$ cat config.mk
export PLATFORM = sky130hd
export DESIGN_NAME = f2c_dma_writer
export DESIGN_NICKNAME = d
export VERILOG_FILES = /design/src/rtl/f2c_dma_writer.sv
export SDC_FILE = /design/constraint.sdc
export NUM_CORES = 2
export LEC_CHECK = 0
export ABC_AREA = 0
export BUFFER_PORTS_ARGS = -buffer_cell sky130_fd_sc_hd__buf_2
export CAP_MARGIN = 20
export CORE_MARGIN = 2
export CORE_UTILIZATION = 60
export DETAILED_ROUTE_END_ITERATION = 8
export HOLD_SLACK_MARGIN = 0.03
export MAX_ROUTING_LAYER = met4
export PLACE_DENSITY_LB_ADDON = 0.12
export SYNTH_ARGS = -nofsm -noshare
export SYNTH_HDL_FRONTEND = slang
export SYNTH_SLANG_ARGS = --single-unit
$ cat constraint.sdc
create_clock -name clk_in -period 6.8 [get_ports clk_in]
set_input_delay 0.34 -clock clk_in [delete_from_list [all_inputs] [get_ports clk_in]]
set_output_delay 0.34 -clock clk_in [all_outputs]
set_load 0.1 [all_outputs]
$ cat src/rtl/f2c_dma_writer.sv
// Purpose: FPGA-to-CPU DMA writer; packs 16 upstream qwords into one 128-byte slot write, then a 1-QW write-pointer update.
// Latency: a chunk is sent once all 16 qwords are buffered and a ring slot is free; the pointer beat directly follows data beat 15.
// Backpressure: ready_out is high only while filling; TLP beats advance only on tlpReady_in, and outputs hold while it is low.
//
// Ports:
//   clk_in, rstn                  clock, async active-low reset
//   enable_in, base_in, rdPtr_in  register decoder: DMA enable, ring base address, host read pointer
//   data_in, valid_in, ready_out  upstream qword stream
//   tlp*                          beat interface toward the TLP transmitter
//   wrPtr_out                     current slot write pointer (status)
module f2c_dma_writer #(
    parameter int QW_PER_TLP = 16,
    parameter int LOG2_SLOTS = 4
) (
    input  logic                  clk_in,
    input  logic                  rstn,
    input  logic                  enable_in,
    input  logic [63:0]           base_in,
    input  logic [LOG2_SLOTS-1:0] rdPtr_in,
    input  logic [63:0]           data_in,
    input  logic                  valid_in,
    output logic                  ready_out,
    output logic                  tlpValid_out,
    input  logic                  tlpReady_in,
    output logic [63:0]           tlpAddr_out,
    output logic [4:0]            tlpQwCount_out,
    output logic [63:0]           tlpData_out,
    output logic                  tlpFirst_out,
    output logic                  tlpLast_out,
    output logic [LOG2_SLOTS-1:0] wrPtr_out
);

    localparam int BW       = $clog2(QW_PER_TLP);
    localparam int CW       = BW + 1;
    localparam int TLP_LOG2 = $clog2(QW_PER_TLP * 8);

    // Slot addresses are aligned to the payload size; low base bits are dropped.
    localparam logic [63:0] ADDR_MASK = ~64'(QW_PER_TLP * 8 - 1);
    // The pointer qword lives just past the last slot.
    localparam logic [63:0] PTR_OFF   = 64'((1 << LOG2_SLOTS) * QW_PER_TLP * 8);

    localparam logic [2:0] ST_IDLE = 3'd0;
    localparam logic [2:0] ST_FILL = 3'd1;
    localparam logic [2:0] ST_WAIT = 3'd2;
    localparam logic [2:0] ST_DATA = 3'd3;
    localparam logic [2:0] ST_PTR  = 3'd4;

    logic [2:0]            state_q, state_d;
    logic [LOG2_SLOTS-1:0] wr_ptr_q, wr_ptr_d;
    logic [CW-1:0]         count_q, count_d;
    logic [BW-1:0]         beat_q, beat_d;
    logic [63:0]           addr_q, addr_d;
    logic [4:0]            qwc_q, qwc_d;
    logic [63:0]           qbuf_q [QW_PER_TLP];
    logic [63:0]           qbuf_d [QW_PER_TLP];

    logic                  up_xfer;
    logic                  dn_xfer;
    logic [LOG2_SLOTS-1:0] wr_ptr_inc;
    logic [63:0]           base_al;

    assign ready_out      = (state_q == ST_FILL) && (count_q < CW'(QW_PER_TLP));
    assign tlpValid_out   = (state_q == ST_DATA) || (state_q == ST_PTR);
    assign tlpFirst_out   = ((state_q == ST_DATA) && (beat_q == '0)) || (state_q == ST_PTR);
    assign tlpLast_out    = ((state_q == ST_DATA) && (beat_q == BW'(QW_PER_TLP - 1))) || (state_q == ST_PTR);
    assign tlpAddr_out    = addr_q;
    assign tlpQwCount_out = qwc_q;
    assign wrPtr_out      = wr_ptr_q;

    always_comb begin
        tlpData_out = '0;
        if (state_q == ST_DATA) begin
            tlpData_out = qbuf_q[beat_q];
        end else if (state_q == ST_PTR) begin
            // wr_ptr_q has already advanced past the slot just written.
            tlpData_out = 64'(wr_ptr_q);
        end
    end

    always_comb begin
        up_xfer    = valid_in && ready_out;
        dn_xfer    = tlpValid_out && tlpReady_in;
        wr_ptr_inc = wr_ptr_q + LOG2_SLOTS'(1);
        base_al    = base_in & ADDR_MASK;

        state_d  = state_q;
        wr_ptr_d = wr_ptr_q;
        count_d  = count_q;
        beat_d   = beat_q;
        addr_d   = addr_q;
        qwc_d    = qwc_q;
        qbuf_d   = qbuf_q;

        case (state_q)
            ST_IDLE: begin
                wr_ptr_d = '0;
                if (enable_in) begin
                    state_d = ST_FILL;
                end
            end
            ST_FILL: begin
                if (up_xfer) begin
                    qbuf_d[count_q[BW-1:0]] = data_in;
                    count_d = count_q + CW'(1);
                end
                // A buffer left full by an earlier disable drops straight to WAIT.
                if (!enable_in) begin
                    state_d = ST_IDLE;
                end else if (count_d == CW'(QW_PER_TLP)) begin
                    state_d = ST_WAIT;
                end
            end
            ST_WAIT: begin
                // One slot is always left empty so full and empty stay distinguishable.
                if (!enable_in) begin
                    state_d = ST_IDLE;
                end else if (wr_ptr_inc != rdPtr_in) begin
                    state_d = ST_DATA;
                    addr_d  = base_al + (64'(wr_ptr_q) << TLP_LOG2);
                    qwc_d   = 5'(QW_PER_TLP);
                    beat_d  = '0;
                end
            end
            ST_DATA: begin
                if (dn_xfer) begin
                    if (beat_q == BW'(QW_PER_TLP - 1)) begin
                        state_d  = ST_PTR;
                        wr_ptr_d = wr_ptr_inc;
                        count_d  = '0;
                        addr_d   = base_al + PTR_OFF;
                        qwc_d    = 5'd1;
                    end else begin
                        beat_d = beat_q + BW'(1);
                    end
                end
            end
            ST_PTR: begin
                if (dn_xfer) begin
                    state_d = enable_in ? ST_FILL : ST_IDLE;
                end
            end
            default: begin
                state_d = ST_IDLE;
            end
        endcase
    end

    always_ff @(posedge clk_in or negedge rstn) begin
        if (!rstn) begin
            state_q  <= ST_IDLE;
            wr_ptr_q <= '0;
            count_q  <= '0;
            beat_q   <= '0;
            addr_q   <= '0;
            qwc_q    <= '0;
            for (int i = 0; i < QW_PER_TLP; i++) begin
                qbuf_q[i] <= '0;
            end
        end else begin
            state_q  <= state_d;
            wr_ptr_q <= wr_ptr_d;
            count_q  <= count_d;
            beat_q   <= beat_d;
            addr_q   <= addr_d;
            qwc_q    <= qwc_d;
            qbuf_q   <= qbuf_d;
        end
    end

endmodule
======== Word level (Yosys, flattened, before mapping) ========
Cells that the tools add are included.
word-level totals
  word-level logic and storage cells ...... 110
  output and inout port bits .............. 141
  flip-flop bits (word level) ............. 1109
cells by class
  bitwise logic cells ..................... 2
  muxes and demuxes ....................... 41
  reductions and logical operators ........ 20
  $add $sub $neg .......................... 5
  equal/unequal tests ..................... 16
  magnitude comparators ................... 4
operator list
  cell                                                              count
  1024-bit bitwise mux                                              1
  64-bit two-way mux                                                8
  64-bit binary-select mux with 4-bit select                        1
  64-bit demux with 4-bit select                                    1
  64-bit one-hot mux with 2 select lines                            1
  64-bit by 11-bit adder with 64-bit output                         1
  64-bit by 12-bit adder with 64-bit output, second input constant  1
  5-bit two-way mux                                                 8
  4-bit two-way mux                                                 7
  3-bit two-way mux                                                 8
  5-bit one-hot mux with 2 select lines                             2
  4-bit one-hot mux with 2 select lines                             2
  3-bit one-hot mux with 5 select lines                             1
  2-bit != test, second input constant                              6
  5-bit greater-or-equal comparator, second input constant          2
  4-bit inverter with 5-bit output                                  2
  5-bit AND reduction                                               2
  4-bit by 1-bit adder with 4-bit output, second input constant     2
  3-bit by 2-bit == test with 1-bit output, second input constant   2
  1-bit logical AND                                                 6
  3-bit AND reduction                                               2
  6-bit AND reduction                                               1
  2-bit nonzero test                                                3
  5-bit by 1-bit adder with 5-bit output, second input constant     1
  other kinds (15)                                                  17

======== Longest topological paths before layout ========
  depth after elaboration ................. 9
  depth in mapped cells ................... 9

======== Worst setup path after synthesis ========
Ideal clock, no wire load.
  path kind ............................... reg-to-output
  start point ............................. register beat_q[2]
  end point ............................... output tlpLast_out
  path slack .............................. 3414 ps
  arrival ................................. 3046 ps
  cell stages (with the launch flop) ...... 5
  cells stage by stage .................... dfrtp_1 > clkbuf_1 > buf_2 > nand3_1 > o21ai_0
between the ends
  word-level cells in the longest chain between the ends .. 3
RTL lines
  item                    line  RTL
  start, declared         51    logic [BW-1:0] beat_q, beat_d;
  start signal, assigned  163   beat_q <= beat_d;
  4-bit == test           65    assign tlpLast_out = ((state_q == ST_DATA) && (beat_q == BW'(QW_PER_TLP - 1))) || (state_q == ST_PTR);
  1-bit logical AND       65
  1-bit logical OR        65
  end, declared           29    output logic tlpLast_out,
No other way between the ends.

======== Worst setup path after layout ========
  start point ............................. register beat_q[0]
  end point ............................... output tlpData_out[1]
between the ends
  word-level cells in the longest chain between the ends .. 5
RTL lines
  item                                                    line  RTL
  4-bit inverter with 5-bit output (not written as such)  73    tlpData_out = qbuf_q[beat_q];
  64-bit binary-select mux with 4-bit select              73
  64-bit two-way mux (not written as such) (2 in a row)   73
  64-bit two-way mux                                      72    if (state_q == ST_DATA) begin
  end, declared                                           27    output logic [63:0] tlpData_out,
No other way between the ends. The select of a mux whose other input is x is not followed.

==> run_results.csv <==
group,metric,value,unit
outcome,status,"finished clean",
die,core_area,0.0837,mm²
timing,finalSetupViolations,0,
die,die_w,295,µm
logic_synthesis,synthSimpleGateAreaFrac,0.0354,
worst_hold_path,hold_class,"in2reg",
detailed_routing,ant_nets,0,
timing,worst_pin_slew,1.17,ns
critical_path,critPathTopFamily,"multiplexers",
clock_network,cts.repair.resized,0,
critical_path,crit_path_end_kind,"output pin",
logic_synthesis,yosys.area_share.adder,0.00336,
critical_path,cp_cell_sequence,"buf_4, mux4_2, mux4_2, a22o_1, buf_2",
power,ir_worst_vdd,524,µV
timing,slew_headroom,0.219,
logic_synthesis,synth_edf_count,0,
die,start_util,0.605,
clock_network,numCtsBuffers,113,
critical_path,slowest_stage,"dfrtp_4",
grt,grt.overflow.total,0,
logic_synthesis,ys_seq_elements,1099,
clock_network,cts_setup_buffers,0,
critical_path,cpMostUsedCell,"mux4_2",
grt,antenna_found_initial,13,
timing,skew,0.0179,ns
place,place_ws,2.87,ns
layout,nFillCells,5563,
timing,finalWorstSetupSlack,2.26,ns
timing,rsz0062_at_grt,"no",
layout,final_common_cell,"dfrtp_1",
logic_synthesis,synth_top_area_frac,0.543,
timing,clock.fmax,220,MHz
timing,maxSlewViolCount,0,
clock_network,clk_pin_slew,0.06,ns
logic_synthesis,ys.flop_type,"dfrtp_1",
logic_synthesis,synthCells,3249,
logic_synthesis,yosys-top-cells-area,"dfrtp_1, mux2_2, mux4_2",
logic_synthesis,synthArstFlopShare,1.00,
place,dp_hpwl,68.9,mm
die,io-pin-count,278,
grt,grt_pass1_vias,32800,
critical_path,arrival,4.20,ns
clock_network,cts_root_buffer,"clkbuf_16",
power,powerDensity,457,mW/mm²
detailed_routing,drtIter0Drc,1964,
die,die_area,0.0868,mm²
die,die_h,295,µm
logic_synthesis,ys_seq_area_frac,0.543,
die,rows,106,
logic_synthesis,synth_compound_area_frac,0.0138,
critical_path,startpoint_type,"register",
critical_path,cp_data_required_time,6.46,ns
critical_path,slowest_delay,0.96,ns
flow_run,cap_violations,0,
grt,grt_start_max_net_pins,182,
logic_synthesis,synth_top_family_by_area,"multiplexers",
logic_synthesis,synth.area.mux_share,0.372,
logic_synthesis,yosys_warnings,0,
layout,drive_gt1_frac,0.526,
logic_synthesis,yosysUniqueCellTypes,62,
layout,area_delta_synth_final,13.1,%
layout,layout.nets,3583,
power,p_leak,26.2,nW
layout,fin_util,0.685,
layout,layout_common_cells,"dfrtp_1, mux2_2, mux4_2",
clock_network,cts_max_level,3,
detailed_routing,vias,30100,
timing,setup_tns,0,ns
clock_network,clk_latency,0.67,ns
logic_synthesis,avgSynthCellArea,15.6,µm²
clock_network,clock_path_buffers,3,
detailed_routing,wl,126,mm
logic_synthesis,syn-cell-area,0.0507,mm²
critical_path,crit_buf_inv,2,
place,io_buffer_count,260,
timing,hold_viol,0,
detailed_routing,vias_per_cell,6.44,
clock_network,cts_tree,"done",
detailed_routing,wl_per_cell,26.9,µm
place,gp_congestion,0.881,
logic_synthesis,synth-xor-area-share,0.00842,
logic_synthesis,yosysTopAreaCell,"dfrtp_1",
clock_network,cts.sinks,1099,
timing,fin_crit,4.54,ns
timing,finalCritPeriodShare,0.668,
detailed_routing,firstDrtPassIters,5,
grt,track_usage,0.304,
grt,grt_pass1_wl,195,mm
critical_path,critPathMaxFanout,39,
detailed_routing,drc,0,
critical_path,path_class,"reg2out",
==> cell families (layout without fill, tap and decap cells) <==
| family | count (synthesis) | count (layout) |
|---|---|---|
| flops | 1099 | 1099 |
| compound gates | 111 | 111 |
| fa+ha+maj | 13 | 13 |
| buf+inv | 310 | 579 |
| other cells | 1 | 24 |
| simple gates | 314 | 314 |
| xor+xnor | 47 | 47 |
| mux | 1354 | 1354 |
==> where the power goes <==
group          switching (mW)  internal [mW]
logic                    4.78           4.38
clock network            2.59           3.74
registers                1.54           9.15
==> Yosys cell counts, drive strengths merged, types with 2 or more instances <==
| library cell | count |
|---|---|
| and2 | 66 |
| nand3b | 2 |
| nor3b | 5 |
| clkbuf | 241 |
| nor3 | 63 |
| nand2b | 3 |
| mux2 | 1029 |
| nor2 | 21 |
| inv | 16 |
| dfrtp | 1099 |
| nand3 | 33 |
| or3 | 7 |
| nor4 | 19 |
| nor2b | 2 |
| nand4 | 20 |
| o31ai | 2 |
| or2 | 2 |
| o41ai | 2 |
| o21ai | 13 |
| a31oi | 13 |
| o22ai | 3 |
| a21bo | 3 |
| a211o | 3 |
| a21oi | 47 |
| buf | 53 |
| a22o | 5 |
| and4 | 10 |
| ha | 12 |
| mux4 | 320 |
| and3 | 6 |
| o32a | 2 |
| a21o | 4 |
| a211oi | 3 |
| mux2i | 5 |
| or4 | 8 |
| a31o | 3 |
| xnor2 | 42 |
| a2bb2oi | 2 |
| xor2 | 4 |
| nor4b | 5 |
| nand2 | 39 |
==> final cells by class <==
type | count | area [µm²] | share of cell area
inverters | 16 | 60.1 | 0.00105
well taps | 1134 | 1420 | 0.0248
clock buffers | 171 | 3400 | 0.0593
diodes | 14 | 35.0 | 0.000612
flip-flops and latches | 1099 | 27500 | 0.480
multi-input cells | 1849 | 22100 | 0.386
clock inverters | 38 | 445 | 0.00778
repair buffers | 354 | 2280 | 0.0397
==> metrics by stage <==
| step | std cells | total power [mW] | hold WS, ns | cell area (µm²) |
|---|---|---|---|---|
| 2_1_floorplan | 3258 | 17.7 | 0.0444 | 50700 |
| 3_3_place_gp | 4402 | 19.3 | 0.436 | 52900 |
| 3_5_place_dp | 4402 | 19.9 | 0.451 | 52900 |
| 5_1_grt | 4673 | 27.3 | 0.0841 | 57300 |
| 6_report | 4675 | 26.2 | 0.0627 | 57300 |
| 4_1_cts | 4660 | 26.3 | 0.0373 | 57200 |
==> worst min-delay path, delay by kind of cell <==
kind                      cells  cell delay (ns)
AOI/OAI and AO/OA             1             0.07
xor gates and xnor gates      1             0.15
buffers and inverters         1             0.13
==> final timing paths <==
check / start / to / slack (ns) / depth (start not counted)
max: beat_q[0] / tlpData_out[1] / 2.26 / 5
min in group asynchronous: rstn / tlpAddr_out[33] / 0.30 / 2
max in group asynchronous: rstn / qbuf_q[353] / 4.93 / 3
min reg2reg: qbuf_q[880] / qbuf_q[880] / 0.48 / 1
min: base_in[18] / tlpAddr_out[18] / 0.06 / 3
max reg2reg: state_q[0] / qbuf_q[383] / 2.93 / 5
==> layer usage <==
metal / share of wire / track usage / up-vias
met5: 0 / - / -
met4: 0.027 / 0.0968 / 0
met3: 0.050 / 0.0432 / 267
met2: 0.50 / 0.494 / 874
met1: 0.42 / 0.402 / 16400
li1: - / - / 12500
==> sequential cells by signal, summed over array words and instances, names as in the netlist <==
name / count
tlpQwCount_out: 2
wrPtr_out: 4
count_q: 5
state_q: 3
qbuf_q: 1024
beat_q: 4
tlpAddr_out: 57
==> timing repair <==
| item | CTS | global route |
|---|---|---|
| hold buffers | 49 | 0 |
| endpoints found under the setup margin | 0 | 0 |
| endpoints found under the hold margin | 131 | 0 |
Power figures use the tool's default switching activity.
